### config.mk
export PLATFORM = sky130hd
export DESIGN_NAME = lcd_status_display
export DESIGN_NICKNAME = d
export VERILOG_FILES = /design/src/rtl/lcd_status_display_pkg.sv /design/src/rtl/lcd_byte_writer.sv /design/src/rtl/lcd_status_display.sv
export SDC_FILE = /design/constraint.sdc
export NUM_CORES = 1
export LEC_CHECK = 0
export ABC_AREA = 0
export BUFFER_PORTS_ARGS = -buffer_cell sky130_fd_sc_hd__buf_4
export CAP_MARGIN = 20
export CORE_MARGIN = 2
export CORE_UTILIZATION = 59
export DETAILED_ROUTE_END_ITERATION = 6
export HOLD_SLACK_MARGIN = 0.03
export PLACE_DENSITY = 0.78
export SKIP_CTS_REPAIR_TIMING = 1
export SLEW_MARGIN = 20
export SYNTH_ARGS = -nofsm -noshare
export SYNTH_HDL_FRONTEND = slang
export SYNTH_HIERARCHICAL = 1
export SYNTH_SLANG_ARGS = --single-unit
### constraint.sdc
create_clock -name clk -period 3.8 [get_ports clk]
set_clock_uncertainty 0.15 [all_clocks]
set_input_delay 0.19 -clock clk [delete_from_list [all_inputs] [get_ports clk]]
set_output_delay 0.19 -clock clk [all_outputs]
set_load 0.005 [all_outputs]
### src/rtl/lcd_status_display_pkg.sv
`default_nettype none
// ============================================================================
// Module      : lcd_status_display_pkg
// Description : HD44780 command bytes, FSM state codes and status-field text.
// Revision    : 1.0 - initial release
// ============================================================================
package lcd_status_display_pkg;

    localparam logic [7:0] c_cmd_func_set = 8'h38;
    localparam logic [7:0] c_cmd_disp_on  = 8'h0C;
    localparam logic [7:0] c_cmd_clear    = 8'h01;
    localparam logic [7:0] c_cmd_entry    = 8'h06;
    localparam logic [7:0] c_cmd_row0     = 8'h80;
    localparam logic [7:0] c_cmd_row1     = 8'hC0;

    localparam logic [7:0] c_asc_space = 8'h20;
    localparam logic [7:0] c_asc_zero  = 8'h30;
    localparam logic [7:0] c_asc_colon = 8'h3A;
    localparam logic [7:0] c_asc_c     = 8'h43;
    localparam logic [7:0] c_asc_k     = 8'h4B;
    localparam logic [7:0] c_asc_l     = 8'h4C;
    localparam logic [7:0] c_asc_o     = 8'h4F;
    localparam logic [7:0] c_asc_w     = 8'h57;

    localparam logic [3:0] c_st_idle     = 4'd0;
    localparam logic [3:0] c_st_init     = 4'd1;
    localparam logic [3:0] c_st_wait_clr = 4'd2;
    localparam logic [3:0] c_st_init2    = 4'd3;
    localparam logic [3:0] c_st_addr0    = 4'd4;
    localparam logic [3:0] c_st_row0     = 4'd5;
    localparam logic [3:0] c_st_addr1    = 4'd6;
    localparam logic [3:0] c_st_row1     = 4'd7;
    localparam logic [3:0] c_st_done     = 4'd8;
    localparam logic [3:0] c_st_watch    = 4'd9;

    function automatic logic [7:0] hex_ascii(input logic [3:0] n);
        return (n <= 4'd9) ? (c_asc_zero + {4'h0, n}) : (8'h37 + {4'h0, n});
    endfunction

    // Each channel owns an 8-character field: "Ck:" + "OK "/"LOW" + hex + ' '.
    function automatic logic [7:0] field_char(input logic [15:0] snap, input logic row,
                                              input logic [3:0] col, input int n_ch);
        logic [1:0] k;
        logic [3:0] nib;
        logic [7:0] ch;
        k   = {row, col[3]};
        nib = snap[{k, 2'b00} +: 4];
        case (col[2:0])
            3'd0:    ch = c_asc_c;
            3'd1:    ch = c_asc_zero + {6'h0, k};
            3'd2:    ch = c_asc_colon;
            3'd3:    ch = nib[0] ? c_asc_o : c_asc_l;
            3'd4:    ch = nib[0] ? c_asc_k : c_asc_o;
            3'd5:    ch = nib[0] ? c_asc_space : c_asc_w;
            3'd6:    ch = hex_ascii(nib);
            default: ch = c_asc_space;
        endcase
        if (int'(k) >= n_ch) ch = c_asc_space;
        return ch;
    endfunction

endpackage
`default_nettype wire

### src/rtl/lcd_byte_writer.sv
`default_nettype none
// ============================================================================
// Module      : lcd_byte_writer
// Description : Writes one LCD byte as a SETUP / PULSE / HOLD slot.
// Revision    : 1.0 - initial release
// ============================================================================
module lcd_byte_writer #(
    parameter int COUNT_MAX = 20
) (
    input  logic       clk,
    input  logic       reset,
    input  logic       start,
    input  logic       rs_in,
    input  logic [7:0] byte_in,
    output logic       rs,
    output logic [7:0] data,
    output logic       enable,
    output logic       done,
    output logic       busy
);

    localparam int CNT_W = (COUNT_MAX > 1) ? $clog2(COUNT_MAX) : 1;
    localparam logic [CNT_W-1:0] c_cnt_last = CNT_W'(COUNT_MAX - 1);

    localparam logic [1:0] c_ph_idle  = 2'd0;
    localparam logic [1:0] c_ph_setup = 2'd1;
    localparam logic [1:0] c_ph_pulse = 2'd2;
    localparam logic [1:0] c_ph_hold  = 2'd3;

    logic [1:0]       r_phase;
    logic [CNT_W-1:0] r_cnt;

    assign done = (r_phase == c_ph_hold) && (r_cnt == c_cnt_last);
    assign busy = (r_phase != c_ph_idle);

    // A start coinciding with done begins the next slot with no idle gap.
    always_ff @(posedge clk) begin
        if (reset) begin
            r_phase <= c_ph_idle;
            r_cnt   <= '0;
            rs      <= 1'b0;
            data    <= 8'h00;
            enable  <= 1'b0;
        end else if (start && (!busy || done)) begin
            r_phase <= c_ph_setup;
            r_cnt   <= '0;
            rs      <= rs_in;
            data    <= byte_in;
            enable  <= 1'b0;
        end else if (busy) begin
            if (r_cnt == c_cnt_last) begin
                r_cnt <= '0;
                case (r_phase)
                    c_ph_setup: begin r_phase <= c_ph_pulse; enable <= 1'b1; end
                    c_ph_pulse: begin r_phase <= c_ph_hold;  enable <= 1'b0; end
                    default:          r_phase <= c_ph_idle;
                endcase
            end else begin
                r_cnt <= r_cnt + 1'b1;
            end
        end
    end

endmodule
`default_nettype wire

### src/rtl/lcd_status_display.sv
`default_nettype none
// ============================================================================
// Module      : lcd_status_display
// Description : HD44780 16x2 status display; redraws when any channel changes.
// Revision    : 1.0 - initial release
// ============================================================================
module lcd_status_display
    import lcd_status_display_pkg::*;
#(
    parameter int COUNT_MAX    = 20,
    parameter int CLEAR_CYCLES = 100_000,
    parameter int N_CH         = 2
) (
    input  logic              clk,
    input  logic              reset,
    input  logic              ready_i,
    input  logic [4*N_CH-1:0] status_i,
    output logic              rs,
    output logic              rw,
    output logic              enable,
    output logic [7:0]        data,
    output logic              busy_o,
    output logic              frame_done_o
);

    generate
        if (N_CH < 1 || N_CH > 4) begin : g_bad_n_ch
            $error("lcd_status_display: N_CH must be 1..4");
        end
    endgenerate

    localparam int CLR_W = $clog2(CLEAR_CYCLES + 1);
    localparam logic [CLR_W-1:0] c_clr_last = CLR_W'(CLEAR_CYCLES - 1);

    logic [3:0]        r_state;
    logic [4:0]        r_idx;
    logic [CLR_W-1:0]  r_clr_cnt;
    logic [4*N_CH-1:0] r_snap;
    logic [15:0]       w_snap16;
    logic              w_write;
    logic              w_rs;
    logic [7:0]        w_byte;
    logic              w_launch;
    logic              w_wr_done;
    logic              w_wr_busy;

    assign w_snap16 = 16'(r_snap);
    assign rw       = 1'b0;
    assign busy_o   = (r_state != c_st_idle) && (r_state != c_st_watch);
    assign w_launch = w_write && (!w_wr_busy || w_wr_done);

    always_comb begin
        w_write = 1'b0;
        w_rs    = 1'b0;
        w_byte  = c_cmd_func_set;
        case (r_state)
            c_st_init: begin
                w_write = 1'b1;
                w_byte  = (r_idx == 5'd0) ? c_cmd_func_set :
                          (r_idx == 5'd1) ? c_cmd_disp_on  : c_cmd_clear;
            end
            c_st_init2: begin w_write = 1'b1; w_byte = c_cmd_entry; end
            c_st_addr0: begin w_write = 1'b1; w_byte = c_cmd_row0;  end
            c_st_addr1: begin w_write = 1'b1; w_byte = c_cmd_row1;  end
            c_st_row0: begin
                w_write = 1'b1;
                w_rs    = 1'b1;
                w_byte  = field_char(w_snap16, 1'b0, r_idx[3:0], N_CH);
            end
            c_st_row1: begin
                w_write = (r_idx != 5'd16);
                w_rs    = 1'b1;
                w_byte  = field_char(w_snap16, 1'b1, r_idx[3:0], N_CH);
            end
            default: ;
        endcase
    end

    // r_idx/state always point at the next byte to launch; a launch advances them.
    always_ff @(posedge clk) begin
        if (reset) begin
            r_state      <= c_st_idle;
            r_idx        <= '0;
            r_clr_cnt    <= '0;
            r_snap       <= '0;
            frame_done_o <= 1'b0;
        end else begin
            frame_done_o <= 1'b0;
            case (r_state)
                c_st_idle: begin
                    r_idx <= '0;
                    if (ready_i) r_state <= c_st_init;
                end
                c_st_init: if (w_launch) begin
                    if (r_idx == 5'd2) begin
                        r_state   <= c_st_wait_clr;
                        r_idx     <= '0;
                        r_clr_cnt <= '0;
                    end else begin
                        r_idx <= r_idx + 1'b1;
                    end
                end
                // Counting includes the clear slot's final cycle, so INIT2
                // launches exactly CLEAR_CYCLES cycles after that slot ends.
                c_st_wait_clr: if (!w_wr_busy || w_wr_done) begin
                    if (r_clr_cnt == c_clr_last) r_state <= c_st_init2;
                    else                         r_clr_cnt <= r_clr_cnt + 1'b1;
                end
                c_st_init2: if (w_launch) r_state <= c_st_addr0;
                c_st_addr0: if (w_launch) begin
                    r_snap  <= status_i;
                    r_state <= c_st_row0;
                    r_idx   <= '0;
                end
                c_st_row0: if (w_launch) begin
                    if (r_idx == 5'd15) begin
                        r_state <= c_st_addr1;
                        r_idx   <= '0;
                    end else begin
                        r_idx <= r_idx + 1'b1;
                    end
                end
                c_st_addr1: if (w_launch) begin
                    r_state <= c_st_row1;
                    r_idx   <= '0;
                end
                c_st_row1: begin
                    if (r_idx == 5'd16) begin
                        if (w_wr_done) begin
                            r_state      <= c_st_done;
                            r_idx        <= '0;
                            frame_done_o <= 1'b1;
                        end
                    end else if (w_launch) begin
                        r_idx <= r_idx + 1'b1;
                    end
                end
                c_st_done:  r_state <= c_st_watch;
                c_st_watch: if (status_i != r_snap) r_state <= c_st_addr0;
                default:    r_state <= c_st_idle;
            endcase
        end
    end

    lcd_byte_writer #(
        .COUNT_MAX (COUNT_MAX)
    ) u_writer (
        .clk     (clk),
        .reset   (reset),
        .start   (w_launch),
        .rs_in   (w_rs),
        .byte_in (w_byte),
        .rs      (rs),
        .data    (data),
        .enable  (enable),
        .done    (w_wr_done),
        .busy    (w_wr_busy)
    );

endmodule
`default_nettype wire

# After elaboration in Yosys (flattened, before gate mapping)
# Index checks and enable logic that the tools add are counted.
[word_totals] ff_bits=52 latchBits=0 ramBits=0 romBits=0 inputBits=11 output_inout_bits=13 elab_cells=138 mem_count=0
[op_classes] add_sub_neg=6 n_mul=0 div_mod_pow=0 n_lt_le_gt_ge=1 n_eq_ne=44 n_shift=1 muxes=45 bitwise=2 reduce_logical=28
[op_table] cell="17-bit two-way mux" n=4
[op_table] cell="4-bit two-way mux" n=14
[op_table] cell="7-bit case mux with 7 select lines" n=1
[op_table] cell="8-bit case mux with 6 select lines" n=1
[op_table] cell="5-bit two-way mux" n=9
[op_table] cell="4-bit case mux with 10 select lines" n=1
[op_table] cell="17-bit case mux with 2 select lines" n=1
[op_table] cell="5-bit case mux with 5 select lines" n=1
[op_table] cell="17-bit by 1-bit adder with 17-bit output (second input constant)" n=1
[op_table] cell="17-bit == test (second input constant)" n=1
[op_table] cell="4-bit by 3-bit == test with 1-bit output (second input constant)" n=4
[op_table] cell="2-bit != test (second input constant)" n=8
[op_table] cell="16-bit by 4-bit variable part select with 4-bit output" n=1
[op_table] cell="6-bit by 4-bit adder with 7-bit output (first input constant)" n=2
[op_table] cell="7-bit two-way mux" n=2
[op_table] cell="2-bit by 1-bit != test with 1-bit output (second input constant)" n=7
[op_table] cell="13-bit AND reduction" n=1
[op_table] cell="5-bit by 1-bit adder with 5-bit output (second input constant)" n=2
[op_table] cell="5-bit == test (second input constant)" n=2
[op_table] cell="2-bit nonzero test" n=5
[op_table] cell="3-bit == test (second input constant)" n=3
[op_table] cell="4-bit by 2-bit == test with 1-bit output (second input constant)" n=2
[op_table] cell="4-bit == test (second input constant)" n=2
[op_table] cell="8-bit != test" n=1
[op_table] cell="35 further kinds" n=51

# Depth between registers and ports, before layout
# Gate-level depths: netlist of run 1.
[logic_depth] word_depth=7 ltp_mapped=12 mapped_depth_nobuf=11

# Hierarchy
# Netlist of run 1, hierarchy kept.
[modules_own_cells] module="lcd_status_display" n_inst=1 cells_per_inst=320 area_per_inst_um2=2482.4 seq_area_each_um2=700.7
[modules_own_cells] module="lcd_byte_writer" n_inst=1 cells_per_inst=90 area_per_inst_um2=893.4 seq_area_each_um2=340.3

# Worst setup path before layout of run 1
# OpenSTA, ideal clock, no wires.
[synth_timing] path_type="register -> register" startpoint="register u_writer.r_cnt[0]" endpoint="register r_clr_cnt[8]" setup_ns=0.071 arrival_ns=2.615 required_time_ns=3.579 path_slack_ns=0.964 path_stages_with_launch=12 n_path_buf=2 period_less_slack_ns=2.836 path_cell_list="dfxtp_1 ha_1 nor4bb_1 buf_4 and2_1 nor2b_1 a311oi_2 and3b_1 o2111ai_1 clkbuf_1 or3_1 a21oi_1"
[synth_via] elab_chain_len=6 word_cells_on_any_way=7 cone_classes="3 x eq/ne; 4 x reduce/logical"
[synth_lines] item="start, declared" line="lcd_byte_writer.sv:31" rtl="logic [CNT_W-1:0] r_cnt;"
[synth_lines] item="start signal, assigned" line="lcd_byte_writer.sv:59" rtl="r_cnt <= r_cnt + 1'b1;"
[synth_lines] item="5-bit == test" line="lcd_byte_writer.sv:33" rtl="assign done = (r_phase == c_ph_hold) && (r_cnt == c_cnt_last);"
[synth_lines] item="1-bit logical AND" line="lcd_byte_writer.sv:33"
[synth_lines] item="via w_wr_done" line="lcd_status_display.sv:44" rtl="logic w_wr_done;"
[synth_lines] item="1-bit logical OR" line="lcd_status_display.sv:50" rtl="assign w_launch = w_write && (!w_wr_busy || w_wr_done);"
[synth_lines] item="1-bit logical AND" line="lcd_status_display.sv:50"
[synth_lines] item="via w_launch" line="lcd_status_display.sv:43" rtl="logic w_launch;"
[synth_lines] item="2-bit by 1-bit != test with 1-bit output (no source line)"
[synth_lines] item="5-bit AND reduction (no source line)"
[synth_lines] item="end signal, assigned" line="lcd_status_display.sv:107" rtl="else r_clr_cnt <= r_clr_cnt + 1'b1;"
[synth_lines] item="end, declared" line="lcd_status_display.sv:37" rtl="logic [CLR_W-1:0] r_clr_cnt;"
# The timed path passes the listed nets, and every way through them passes these cells.
# A chain may end at the register's enable or synchronous reset.

# Final worst setup path of run 1
[layout_timing] startpoint="register r_idx[3]" endpoint="register u_writer.data[3]"
[layout_via] elab_chain_len=5 word_cells_on_any_way=16 cone_classes="3 x add/sub; 1 x order compare; 2 x eq/ne; 1 x shift; 6 x mux; 3 x reduce/logical"
[layout_lines] item="start, declared" line="lcd_status_display.sv:36" rtl="logic [4:0] r_idx;"
[layout_lines] item="start signal, assigned" line="lcd_status_display.sv:100" rtl="r_idx <= r_idx + 1'b1;"
[layout_lines] item="start signal, assigned" line="lcd_status_display.sv:120" rtl="r_idx <= r_idx + 1'b1;"
[layout_lines] item="start signal, assigned" line="lcd_status_display.sv:135" rtl="r_idx <= r_idx + 1'b1;"
[layout_lines] item="16-bit by 4-bit variable part select with 4-bit output" line="lcd_status_display_pkg.sv:47" rtl="nib = snap[{k, 2'b00} +: 4];"
[layout_lines] item="6-bit by 4-bit adder with 7-bit output or 4-bit less-or-equal comparator (tied branches)" line="lcd_status_display_pkg.sv:37" rtl="return (n <= 4'd9) ? (c_asc_zero + {4'h0, n}) : (8'h37 + {4'h0, n});"
[layout_lines] item="7-bit two-way mux" line="lcd_status_display_pkg.sv:37"
[layout_lines] item="7-bit case mux with 7 select lines" line="lcd_status_display_pkg.sv:48" rtl="case (col[2:0])"
[layout_lines] item="8-bit case mux with 6 select lines (*)" line="lcd_status_display.sv:56" rtl="case (r_state)"
[layout_lines] item="via w_byte[3]" line="lcd_status_display.sv:42" rtl="logic [7:0] w_byte;"
[layout_lines] item="end signal, assigned" line="lcd_byte_writer.sv:48" rtl="data <= byte_in;"
[layout_lines] item="end, declared" line="lcd_byte_writer.sv:16" rtl="output logic [7:0] data,"
# The timed path passes the listed nets; every way through them passes the cells marked *.

==> metrics.md, run 1 <==
| Metric | Value |
|---|---|
| Final core occ | `68.26%` |
| Synthesized Nets | `436` |
| Core Area | `5507 um^2` |
| Row count | `27` |
| Synthesized flop and latch total | `52` |
| Inst Count DP | `485` |
| Syn. warnings | `6` |
| Post-synth EDFFs | `0` |
| Drc violations | `0` |
| Final setup vio count | `0` |
| Worst Reg-to-Reg Cells | `11` |
| Mean number of vias per cell | `5.798` |
| WL final | `7003 um` |
| Critical Path AT | `3.24 ns` |
| CP Launch Type | `register` |
| Nets | `454` |
| Dpl hpwl | `4991 um` |
| CTS Root Cell | `clkbuf_8` |
| Synth Area in Adders | `5.560%` |
| Crit path from | `r_idx[3]` |
| R2r endpoint | `u_writer/data[3]` |
| CTS HTree Levels | `2` |
| DR iter-0 viols | `146` |
| Avg WL per Cell | `13.98 um` |
| Total grt overflow | `0` |
| Max-cap viol count | `0` |
| Worst hold start | `reset` |
| Most frequent CP cell | `mux2i_1` |
| Final hold vios | `0` |
| CTS tree | `done` |
| Crit path time final | `3.215 ns` |
| Slew headroom | `48.40%` |
| Sequential share of the synthesized area | `30.84%` |
| Post-synthesis compound-gate area fraction | `16.98%` |
| Outcome | `completed` |
| Kind of critical path | `register to register` |
| Critical path buffers and inverters | `1` |
| GR Util All Layers | `22.49%` |
| Area grow syn2layout | `11.34%` |
| Critical Path RT | `3.82 ns` |
| Crit Path Max Fanout | `13` |
| Post-Synth XOR/XNOR Area | `3.892%` |
| Antenna diode count | `0` |
| Full die area | `6343 um^2` |
| Async S/R FF share, synth | `0%` |
| Pwr/cell area | `382.0 nW/um^2` |
| Maximum VDD drop | `0.2319 mV` |
| Setup crit end kind | `register` |
| Largest net degree at the start of global routing | `43` |
| Layout Cells excl Fill | `501` |
| Mux cell area share after synthesis | `7.784%` |
| Die height | `79.64 um` |
| Num CTS Buffers | `5` |
| Hold endpoint | `r_idx[2]` |
| Max Slew Vio Count | `0` |
| Post-synthesis cell count | `410` |
| Measured slew at the worst slew-check pin | `0.7707 ns` |
| RSZ-0062 raised after global routing | `false` |
| Layout cells sized above 1 | `12.59%` |
| Min-Delay Path Depth | `2` |
| Cell Area, Synth | `3376 um^2` |
| Worst-skew pair later-pin latency | `0.31 ns` |
| Post-synth cell types | `66` |
| Clock slew at reported path FFs | `0.10 ns` |
| Final ANT Viol Nets | `0` |
| Syn_area_per_cell | `8.234 um^2` |
| Worst r2r src | `r_idx[3]` |
| Pre-Repair DR Iteration Count | `4` |
| Clk sink count | `52` |
| Clock buffer depth | `2` |
| Largest family of logic cells by synthesized area | `simple AND/OR/NAND/NOR gates` |
| Synth Flop Type | `dfxtp_1` |
| Vias | `2905` |
| Cells along the critical path | `mux2i_1 -> inv_1 -> ha_1 -> or2_2 -> a21bo_2 -> a31oi_1 -> nor2_1 -> a211oi_1 -> o21ai_0 -> nand2b_1 -> mux2i_1` |
| FMAX | `311.0 MHz` |
| Antenna violations before repair | `0` |
| Total negative slack | `0 ns` |
| Worst path max stage delay | `0.64 ns` |
| # IOs | `24` |
| Starting density of the core | `61.30%` |
| Leakage | `1.411 nW` |
| Port Buffers | `22` |
| Reg2Reg Setup Slack | `0.58 ns` |
| Final GP Congestion | `0.8879` |
| Post-Synth Simple-Gate Area | `29.61%` |
| Period utilization | `84.62%` |
| Die W | `79.64 um` |
| Slowest CP cell | `mux2i_1` |
| First-pass GRT wire length | `11540 um` |
| Top delay family on crit path | `compound AO/OA/AOI/OAI gates` |
| HP Class | `input port to register` |
| Number of global-route vias before repair | `2588` |
==> cell usage after synthesis, types with 2 or more instances <==
cell | number | area (um^2)
a211o_1 | 3 | 26.28
a211oi_1 | 5 | 37.54
a21o_1 | 2 | 15.01
a21oi_1 | 30 | 150.1
a22oi_1 | 2 | 15.01
a31oi_1 | 2 | 12.51
and2_1 | 7 | 43.79
and2b_1 | 2 | 15.01
and3_1 | 2 | 12.51
and4_1 | 4 | 35.03
buf_1 | 3 | 11.26
buf_2 | 3 | 15.01
buf_4 | 2 | 15.01
buf_6 | 2 | 22.52
clkbuf_1 | 14 | 52.55
dfxtp_1 | 52 | 1041
ha_1 | 15 | 187.7
inv_1 | 16 | 60.06
mux2_2 | 2 | 22.52
mux2i_1 | 24 | 240.2
nand2_1 | 20 | 75.07
nand2b_1 | 24 | 150.1
nand3_1 | 12 | 60.06
nand4_1 | 7 | 43.79
nand4b_1 | 3 | 26.28
nor2_1 | 36 | 135.1
nor2b_1 | 6 | 37.54
nor3_1 | 6 | 30.03
nor3_2 | 3 | 30.03
nor3b_1 | 2 | 15.01
nor4_1 | 3 | 18.77
nor4b_1 | 3 | 26.28
nor4bb_1 | 3 | 30.03
o211ai_1 | 2 | 15.01
o21ai_0 | 26 | 130.1
or2_2 | 5 | 31.28
or3_1 | 15 | 93.84
xnor2_1 | 12 | 105.1
xor2_1 | 3 | 26.28
==> power breakdown <==
group          total, mW  switching (mW)  internal (mW)  leakage (nW)
logic              0.403           0.213          0.190         0.927
clock network      0.421           0.189          0.233        0.0645
registers          0.612          0.0390          0.573         0.420
total               1.44           0.441          0.995          1.41
==> registers in the layout, summed over array words and instances, names as in the netlist, 2 cells and up <==
| register | flops |
|---|---|
| r_clr_cnt | 17 |
| r_state | 4 |
| u_writer/r_phase | 2 |
| u_writer/data | 8 |
| u_writer/r_cnt | 5 |
| r_idx | 5 |
| r_snap | 8 |
==> layout make-up <==
cell class	instances	area, um^2
clock buffers	7	96.34
multi-input cells	318	2158
clock inverters	1	30.03
repair buffers	35	282.8
flip-flops and latches	52	1041
well taps	72	90.09
fillers	458	1748
inverters	16	60.06
==> per-stage QoR <==
stage	power [mW]	hold slack [ns]	cell area, um^2	setup slack, ns
after detailed placement	1.019	0.3002	3552	0.5955
after CTS	1.437	-0.01603	3679	0.5781
after floorplan	0.9259	0.1875	3376	0.9641
after global placement	1.012	0.2885	3552	0.6465
final	1.436	0.1374	3759	0.5845
after global routing	1.519	0.1526	3759	0.3093
==> per-layer routing <==
layer,wire [um],share of wire [%],vias to the layer above,track usage (%)
met5,0,0,-,0
met4,59,0.84,0,5.172
met3,202,2.9,6,3.846
met2,3522,50,45,39.24
met1,3219,46,1354,28.85
li1,-,-,1500,-
==> cell families (layout without fill, tap and decap cells) <==
| family | count (synthesis) | in the layout |
|---|---|---|
| AOI/OAI and AO/OA | 90 | 90 |
| xor gates and xnor gates | 15 | 15 |
| adders and majority gates | 15 | 15 |
| buffers and inverters | 40 | 59 |
| DFF | 52 | 52 |
| muxes | 26 | 26 |
| other | 1 | 1 |
| and+or+nand+nor | 171 | 171 |
==> worst max path at each step <==
stage / endpoint / slack, ns / cells past startpoint
floorplan: r_clr_cnt[8] / 0.96 / 11
global placement: u_writer/data[3] / 0.65 / 11
detailed placement: u_writer/data[3] / 0.60 / 11
CTS: u_writer/data[3] / 0.58 / 11
global route: u_writer/data[1] / 0.31 / 11
finish: u_writer/data[3] / 0.58 / 11
==> layout by cell type, fill, tap and decap left out, drive strengths merged, types with 2 or more instances in the layout <==
cell type | synthesis | routed
a31oi | 2 | 2
buf | 10 | 27
and2b | 2 | 2
a211oi | 5 | 5
o21ai | 28 | 28
xor2 | 3 | 3
dfxtp | 52 | 52
nor4b | 3 | 3
nor4 | 3 | 3
xnor2 | 12 | 12
a211o | 3 | 3
nand4 | 8 | 8
mux2 | 2 | 2
clkbuf | 14 | 7
nand2b | 24 | 24
nand2 | 20 | 20
a21oi | 30 | 30
nor3b | 2 | 2
nor2b | 6 | 6
or2 | 5 | 5
nor3 | 9 | 9
or4b | 2 | 2
nor4bb | 3 | 3
or3 | 15 | 15
nor2 | 36 | 36
dlygate4sd3 | 0 | 8
nand3 | 12 | 12
a21o | 2 | 2
o211ai | 2 | 2
and4 | 4 | 4
inv | 16 | 16
a22oi | 3 | 3
and3 | 2 | 2
nand4b | 3 | 3
ha | 15 | 15
mux2i | 24 | 24
and2 | 7 | 7
==> worst register-to-register path: cells and delay by family (launching register included) <==
kind | cells | cell delay (ns)
adder cells (fa/ha/maj) | 1 | 0.22
buffers and inverters | 1 | 0.20
multiplexers | 2 | 0.70
AO/OA/AOI/OAI | 4 | 0.73
flip-flops | 1 | 0.62
AND/OR/NAND/NOR | 3 | 0.45
Power figures use the tool's default switching activity.
==> run 2: changes to the inputs <==
- ABC_AREA: 0 -> 1
- CORE_UTILIZATION: 59 -> 55
- PLACE_DENSITY: 0.78 -> 0.76
- clock period: 3.8 -> 2.6 ns (I/O delays scaled with it)
==> run 2 against run 1 <==
Against the previous run: the flow now finishes with violations (hold timing); critical path depth rose by 1; area after synthesis is 7.9% higher; maximum frequency increased by 36%; clock power up 19%; first-iteration DRC count is 80% higher; sequential share of layout area fell by 1.7 points; synthesized cell count up 43%; non-clock buffer count fell by 4; hold slack got worse by 0.16 ns; flip-flop and latch count stayed put; highest routed layer unchanged.
==> metrics.md, run 2 <==
| Metric | Value |
|---|---|
| RSZ-0062 raised after global routing | `false (unchanged)` |
| CP Launch Type | `register (unchanged)` |
| Max-cap viol count | `0 (unchanged)` |
| CTS tree | `done (unchanged)` |
| Synthesized flop and latch total | `52 (unchanged)` |
| Top cells by area, synth | `dfxtp_1 (29%), nand2_1 (15%), nor2_1 (10%) (was dfxtp_1 (31%), mux2i_1 (7.1%), ha_1 (5.6%))` |
| Avg WL per Cell | `12.62 um (was 13.98 um)` |
| Leading area contributor after synthesis | `dfxtp_1 (unchanged)` |
| Die W | `85.38 um (was 79.64 um)` |
| Post-Synth XOR/XNOR Area | `3.607% (was 3.892%)` |
| Post-synthesis compound-gate area fraction | `12.57% (was 16.98%)` |
| Async S/R FF share, synth | `0% (unchanged)` |
| Drc violations | `0 (unchanged)` |
| Total grt overflow | `0 (unchanged)` |
| Sequential share of the synthesized area | `28.58% (was 30.84%)` |
| Core Area | `6386 um^2 (was 5507 um^2)` |
| Starting density of the core | `57.03% (was 61.30%)` |
| Commonest non-fill, non-tap cell in the layout | `nand2_1 (was dfxtp_1)` |
| Max FFs per register | `17 (unchanged)` |
| Largest family of logic cells by synthesized area | `simple AND/OR/NAND/NOR gates (unchanged)` |
| HP Class | `input port to register (unchanged)` |
| Critical Path AT | `2.42 ns (was 3.24 ns)` |
| Final ANT Viol Nets | `0 (unchanged)` |
| Measured slew at the worst slew-check pin | `0.5226 ns (was 0.7707 ns)` |
| Outcome | `finished, violations left (was completed)` |
| Row count | `29 (was 27)` |
| Nets | `639 (was 454)` |
| Pwr/cell area | `865.2 nW/um^2 (was 382.0 nW/um^2)` |
| WL final | `8723 um (was 7003 um)` |
| Pre-Repair DR Iteration Count | `4 (unchanged)` |
| Most frequent cell after synthesis | `nand2_1 (was dfxtp_1)` |
| Post-synth EDFFs | `0 (unchanged)` |
| Sequential power share | `31.4% (was 42.6%)` |
| Cell Area, Synth | `3642 um^2 (was 3376 um^2)` |
| FMAX | `421.5 MHz (was 311.0 MHz)` |
| DR iter-0 viols | `263 (was 146)` |
| Port Buffers | `22 (unchanged)` |
| Die height | `85.38 um (was 79.64 um)` |
| Failing checks | `hold timing` |
| GR Util All Layers | `24.35% (was 22.49%)` |
| Synth Flop Type | `dfxtp_1 (unchanged)` |
| Gate power share | `54.2% (was 28.1%)` |
| Synth Area in Adders | `5.153% (was 5.560%)` |
| Crit path time final | `2.372 ns (was 3.215 ns)` |
| Max Slew Vio Count | `0 (unchanged)` |
| Antenna diode count | `0 (unchanged)` |
| Worst-skew pair later-pin latency | `0.31 ns (about the same)` |
| Multi-input gate area in the final layout | `2226 um^2 (was 2158 um^2)` |
| Post-synth cell types | `38 (was 66)` |
| Dpl hpwl | `6454 um (was 4991 um)` |
| Clk sink count | `52 (unchanged)` |
| Syn. warnings | `6 (unchanged)` |
| First-pass GRT wire length | `14760 um (was 11540 um)` |
| Final setup vio count | `0 (unchanged)` |
| CTS Root Cell | `clkbuf_8 (unchanged)` |
| Largest Register | `r_clr_cnt (unchanged)` |
| CTS HTree Levels | `2 (unchanged)` |
| Worst hold start | `status_i[0] (was reset)` |
| Crit Path Max Fanout | `16 (was 13)` |
| # IOs | `24 (unchanged)` |
| Crit path from | `r_idx[0] (was r_idx[3])` |
| Slew headroom | `64.84% (was 48.40%)` |
| Kind of critical path | `register to register (unchanged)` |
| # fillers | `619 (was 458)` |
| Clock slew at reported path FFs | `0.10 ns (about the same)` |
| Final hold vios | `1 (was 0)` |
| Vias | `3700 (was 2905)` |
| Syn_area_per_cell | `6.194 um^2 (was 8.234 um^2)` |
| Total negative slack | `0 ns (unchanged)` |
| Clock buffer depth | `2 (unchanged)` |
| Switching portion of total power | `47.81% (was 30.68%)` |
| Worst r2r src | `r_idx[0] (was r_idx[3])` |
| Full die area | `7289 um^2 (was 6343 um^2)` |
| Mean number of vias per cell | `5.355 (was 5.798)` |
| Commonest cells post-synth | `nand2_1 (146), nor2_1 (99), inv_1 (72) (was dfxtp_1 (52), nor2_1 (36), a21oi_1 (30))` |
| Clk pwr share | `14.4% (was 29.3%)` |
| Hold WS | `-0.01941 ns (was 0.1374 ns)` |
| Post-Synth Simple-Gate Area | `39.68% (was 29.61%)` |
| Maximum VDD drop | `0.5894 mV (was 0.2319 mV)` |
| Most frequent cells in the layout | `nand2_1 (146), nor2_1 (99), inv_1 (72), dfxtp_1 (52), nand3_1 (48) (was dfxtp_1 (52), nor2_1 (36), a21oi_1 (30), buf_4 (27), o21ai_0 (26))` |
| Setup crit end kind | `register (unchanged)` |
| Num CTS Buffers | `5 (unchanged)` |
| Top cell type's share of synthesized area | `28.58% (was 30.84%)` |
| Antenna violations before repair | `0 (unchanged)` |
| Period utilization | `91.24% (was 84.62%)` |
| Internal power | `1.809 mW (was 0.9954 mW)` |
| Leakage | `1.756 nW (was 1.411 nW)` |
| Psw | `1.657 mW (was 0.4405 mW)` |
| Critical Path RT | `2.65 ns (was 3.82 ns)` |
| Regs by FF count | `r_clr_cnt x17, r_snap x8, u_writer/data x8 (unchanged)` |
| Final GP Congestion | `0.9330 (was 0.8879)` |
| Number of global-route vias before repair | `3342 (was 2588)` |
| Largest net degree at the start of global routing | `24 (was 43)` |
| Mux cell area share after synthesis | `0% (was 7.784%)` |
| Synthesized Nets | `614 (was 436)` |
| Area taken by flip-flops and latches | `1041 um^2 (unchanged)` |
| Post-synthesis cell count | `588 (was 410)` |
| Layout cells sized above 1 | `10.10% (was 12.59%)` |
| Final core occ | `62.72% (was 68.26%)` |
| Area grow syn2layout | `9.962% (was 11.34%)` |
-- run 2: cell types whose count changed after synthesis, moves of 15 or more --
cell / before / now
nand2b_1: 24 / 0
nand3_1: 12 / 48
nand2_1: 20 / 146
mux2i_1: 24 / 0
or3_1: 15 / 0
nor2_1: 36 / 99
inv_1: 16 / 72
-- run 2: worst paths after layout --
path	end	slack, ns	cells past startpoint
worst min-delay path	r_snap[0]	-0.02	3
worst min register to register	u_writer/enable	0.33	2
worst max-delay path	r_snap[2]	0.23	12
worst max register to register	r_snap[2]	0.23	12
-- run 2: per-stage QoR --
stage	instance area [um^2]	std cells	setup slack, ns	hold slack (ns)	power [mW]
2_1_floorplan	3642	588	0.5428	0.05866	2.470
4_1_cts	3945	685	0.2589	-0.05159	3.455
5_1_grt	4005	691	0.01164	0.03191	3.772
3_3_place_gp	3851	677	0.3545	0.2626	2.901
3_5_place_dp	3851	677	0.2678	0.2807	2.942
6_report	4005	691	0.2278	-0.01941	3.465
-- run 2: cells by family (layout without fill, tap and decap cells) --
kind of cell / Yosys count / after routing
simple gates: 332 / 332
xor+xnor: 15 / 15
other cells: 1 / 1
buf+inv: 93 / 119
fa+ha+maj: 15 / 15
flops: 52 / 52
compound gates: 80 / 80
-- run 2: area by class of cell --
cell class / count / share of cell area (%)
inverters: 80 / 7.498
repair buffers: 31 / 6.186
multi-input cells: 443 / 55.58
clock inverters: 1 / 0.1874
clock buffers: 7 / 2.156
well taps: 77 / 2.405
flip-flops and latches: 52 / 25.99
-- run 2: routing by layer --
metal  vias up  wire length, um  GRT usage [%]
met3        12              315          2.529
met5         -                0              0
met2        81             3986          40.34
met1      1691             4280          33.23
li1       1916                -              -
met4         0              141          7.792
-- run 2: critical path, cell delays in order (launching register included) --
cell	delay [ns]
dfxtp_1	0.41
inv_1	0.10
ha_1	0.22
inv_1	0.05
nor2_1	0.04
nand2_1	0.12
nand2_1	0.08
inv_1	0.12
nor2_1	0.06
nor2_2	0.28
nand3_2	0.31
o21ai_0	0.24
a21oi_1	0.07
-- run 2: power groups by stage --
| stage | logic, mW | registers (mW) | clock network, mW |
|---|---|---|---|
| finish | 1.88 | 1.09 | 0.500 |
| detailed placement | 1.84 | 1.10 | 0 |
| global route | 2.12 | 1.11 | 0.544 |
| global placement | 1.80 | 1.10 | 0 |
| CTS | 1.85 | 1.09 | 0.518 |
| floorplan | 1.40 | 1.07 | 0 |
==> run 3: changes to the inputs <==
- CTS_BUF_LIST: default -> sky130_fd_sc_hd__clkbuf_16
==> run 3 against run 2 <==
Against the previous run: the flow now finishes without violations; clock power is 30% higher; clock-buffer cell count fell by 2; global-route usage increased by 0.16 points; core utilization is 0.41 points higher; largest power group unchanged.
==> metrics.md, run 3 (synthesis results as in run 2) <==
| Metric | Value |
|---|---|
| Antenna diode count | `0 (unchanged)` |
| Leakage | `1.772 nW (was 1.756 nW)` |
| Nets | `637 (was 639)` |
| Crit path time final | `2.369 ns (was 2.372 ns)` |
| HP Class | `input port to register (unchanged)` |
| Measured slew at the worst slew-check pin | `0.5102 ns (was 0.5226 ns)` |
| Commonest non-fill, non-tap cell in the layout | `nand2_1 (unchanged)` |
| Critical Path AT | `2.39 ns (was 2.42 ns)` |
| Period utilization | `91.13% (was 91.24%)` |
| Setup crit end kind | `register (unchanged)` |
| Avg WL per Cell | `12.72 um (was 12.62 um)` |
| Largest net degree at the start of global routing | `24 (unchanged)` |
| Pwr/cell area | `897.5 nW/um^2 (was 865.2 nW/um^2)` |
| DR iter-0 viols | `234 (was 263)` |
| Slew headroom | `65.68% (was 64.84%)` |
| Max-cap viol count | `0 (unchanged)` |
| Psw | `1.677 mW (was 1.657 mW)` |
| Outcome | `completed (was finished, violations left)` |
| Final core occ | `63.13% (was 62.72%)` |
| Starting density of the core | `57.03% (unchanged)` |
| Hold WS | `0.003988 ns (was -0.01941 ns)` |
| Final ANT Viol Nets | `0 (unchanged)` |
| Worst-skew pair later-pin latency | `0.29 ns (was 0.31 ns)` |
| Mean number of vias per cell | `5.403 (was 5.355)` |
| # IOs | `24 (unchanged)` |
| Most frequent cells in the layout | `nand2_1 (146), nor2_1 (99), inv_1 (73), dfxtp_1 (52), nand3_1 (48) (was nand2_1 (146), nor2_1 (99), inv_1 (72), dfxtp_1 (52), nand3_1 (48))` |
| Crit Path Max Fanout | `16 (unchanged)` |
| Final hold vios | `0 (was 1)` |
| Final setup vio count | `0 (unchanged)` |
| Kind of critical path | `register to register (unchanged)` |
| Full die area | `7289 um^2 (unchanged)` |
| Dpl hpwl | `6454 um (unchanged)` |
| Regs by FF count | `r_clr_cnt x17, r_snap x8, u_writer/data x8 (unchanged)` |
| Pre-Repair DR Iteration Count | `5 (was 4)` |
| Gate power share | `51.8% (was 54.2%)` |
| Max Slew Vio Count | `0 (unchanged)` |
| RSZ-0062 raised after global routing | `false (unchanged)` |
| Clk sink count | `52 (unchanged)` |
| Internal power | `1.941 mW (was 1.809 mW)` |
| Critical Path RT | `2.62 ns (was 2.65 ns)` |
| CTS tree | `done (unchanged)` |
| Total grt overflow | `0 (unchanged)` |
| Num CTS Buffers | `5 (unchanged)` |
| Clock buffer depth | `2 (unchanged)` |
| Antenna violations before repair | `0 (unchanged)` |
| Final GP Congestion | `0.9330 (unchanged)` |
| Vias | `3723 (was 3700)` |
| Number of global-route vias before repair | `3352 (was 3342)` |
| FMAX | `422.0 MHz (was 421.5 MHz)` |
| Area grow syn2layout | `10.68% (was 9.962%)` |
| Total negative slack | `0 ns (unchanged)` |
| WL final | `8762 um (was 8723 um)` |
| CTS Root Cell | `clkbuf_16 (was clkbuf_8)` |
| Clk pwr share | `18.0% (was 14.4%)` |
| Dpl ws | `0.2678 ns (unchanged)` |
| First-pass GRT wire length | `14900 um (was 14760 um)` |
| Largest Register | `r_clr_cnt (unchanged)` |
| Die W | `85.38 um (unchanged)` |
| Setup WS post-layout | `0.2305 ns (was 0.2278 ns)` |
| Max FFs per register | `17 (unchanged)` |
| Switching portion of total power | `46.35% (was 47.81%)` |
| GR Util All Layers | `24.51% (was 24.35%)` |
| Die height | `85.38 um (unchanged)` |
| Row count | `29 (unchanged)` |
| Maximum VDD drop | `0.5747 mV (was 0.5894 mV)` |
| Sequential power share | `30.2% (was 31.4%)` |
| Clock slew at reported path FFs | `0.07 ns (was 0.10 ns)` |
| Drc violations | `0 (unchanged)` |
| Core Area | `6386 um^2 (unchanged)` |
| Layout cells sized above 1 | `9.967% (was 10.10%)` |
| CP Launch Type | `register (unchanged)` |
| CTS HTree Levels | `2 (unchanged)` |
| Port Buffers | `22 (unchanged)` |
==> run 3: changes by cell type in the layout (fill, tap and decap cells not counted) <==
cell / change
clkbuf_8: -6
clkbuf_16: +5
dlygate4sd3_1: -2
clkbuf_1: -1
clkinv_1: +1
inv_1: +1
==> run 3: cell type report <==
type	count	area, um^2
Fill cell	623	2355
Multi-Input combinational cell	443	2226
Sequential cell	52	1041
Inverter	80	300.3
Timing Repair Buffer	29	227.7
Clock buffer	5	125.1
Tap cell	77	96.34
Clock inverter	3	15.01
==> run 3: worst max-delay path, cell delays in order, from the launching register on <==
cell	delay (ns)
dfxtp_1	0.40
inv_1	0.10
ha_1	0.22
inv_1	0.05
nor2_1	0.04
nand2_1	0.12
nand2_1	0.08
inv_1	0.11
nor2_1	0.06
nor2_2	0.28
nand3_2	0.31
o21ai_0	0.24
a21oi_1	0.07
==> run 3: power by group through the flow <==
stage | clock network (mW) | registers, mW | logic [mW]
2_1_floorplan | 0 | 1.07 | 1.40
3_3_place_gp | 0 | 1.10 | 1.80
3_5_place_dp | 0 | 1.10 | 1.84
4_1_cts | 0.662 | 1.09 | 1.85
5_1_grt | 0.695 | 1.11 | 2.12
6_report | 0.651 | 1.09 | 1.88
==> run 3: per-layer routing <==
layer / share of wire [%] / routed length, um / up-vias / global-route usage [%]
li1: - / - / 1909 / -
met1: 48 / 4177 / 1693 / 33.35
met2: 46 / 3996 / 108 / 40.98
met3: 4.7 / 408 / 13 / 2.821
met4: 2.0 / 178 / 0 / 6.926
met5: 0 / 0 / - / 0
==> run 3: path summary, 6_finish.rpt <==
kind	start	cells past startpoint	end	slack, ns
hold / removal	status_i[0]	3	r_snap[0]	0.004
setup / recovery	r_idx[0]	12	r_snap[2]	0.23
setup reg to reg	r_idx[0]	12	r_snap[2]	0.23
hold reg to reg	u_writer/enable	2	u_writer/enable	0.33
==> run 3: stage by stage <==
stage	std cells	instance area [um^2]	power (mW)
6_report	689	4031	3.618
5_1_grt	689	4031	3.924
4_1_cts	685	3991	3.602
3_5_place_dp	677	3851	2.942
3_3_place_gp	677	3851	2.901
2_1_floorplan	588	3642	2.470
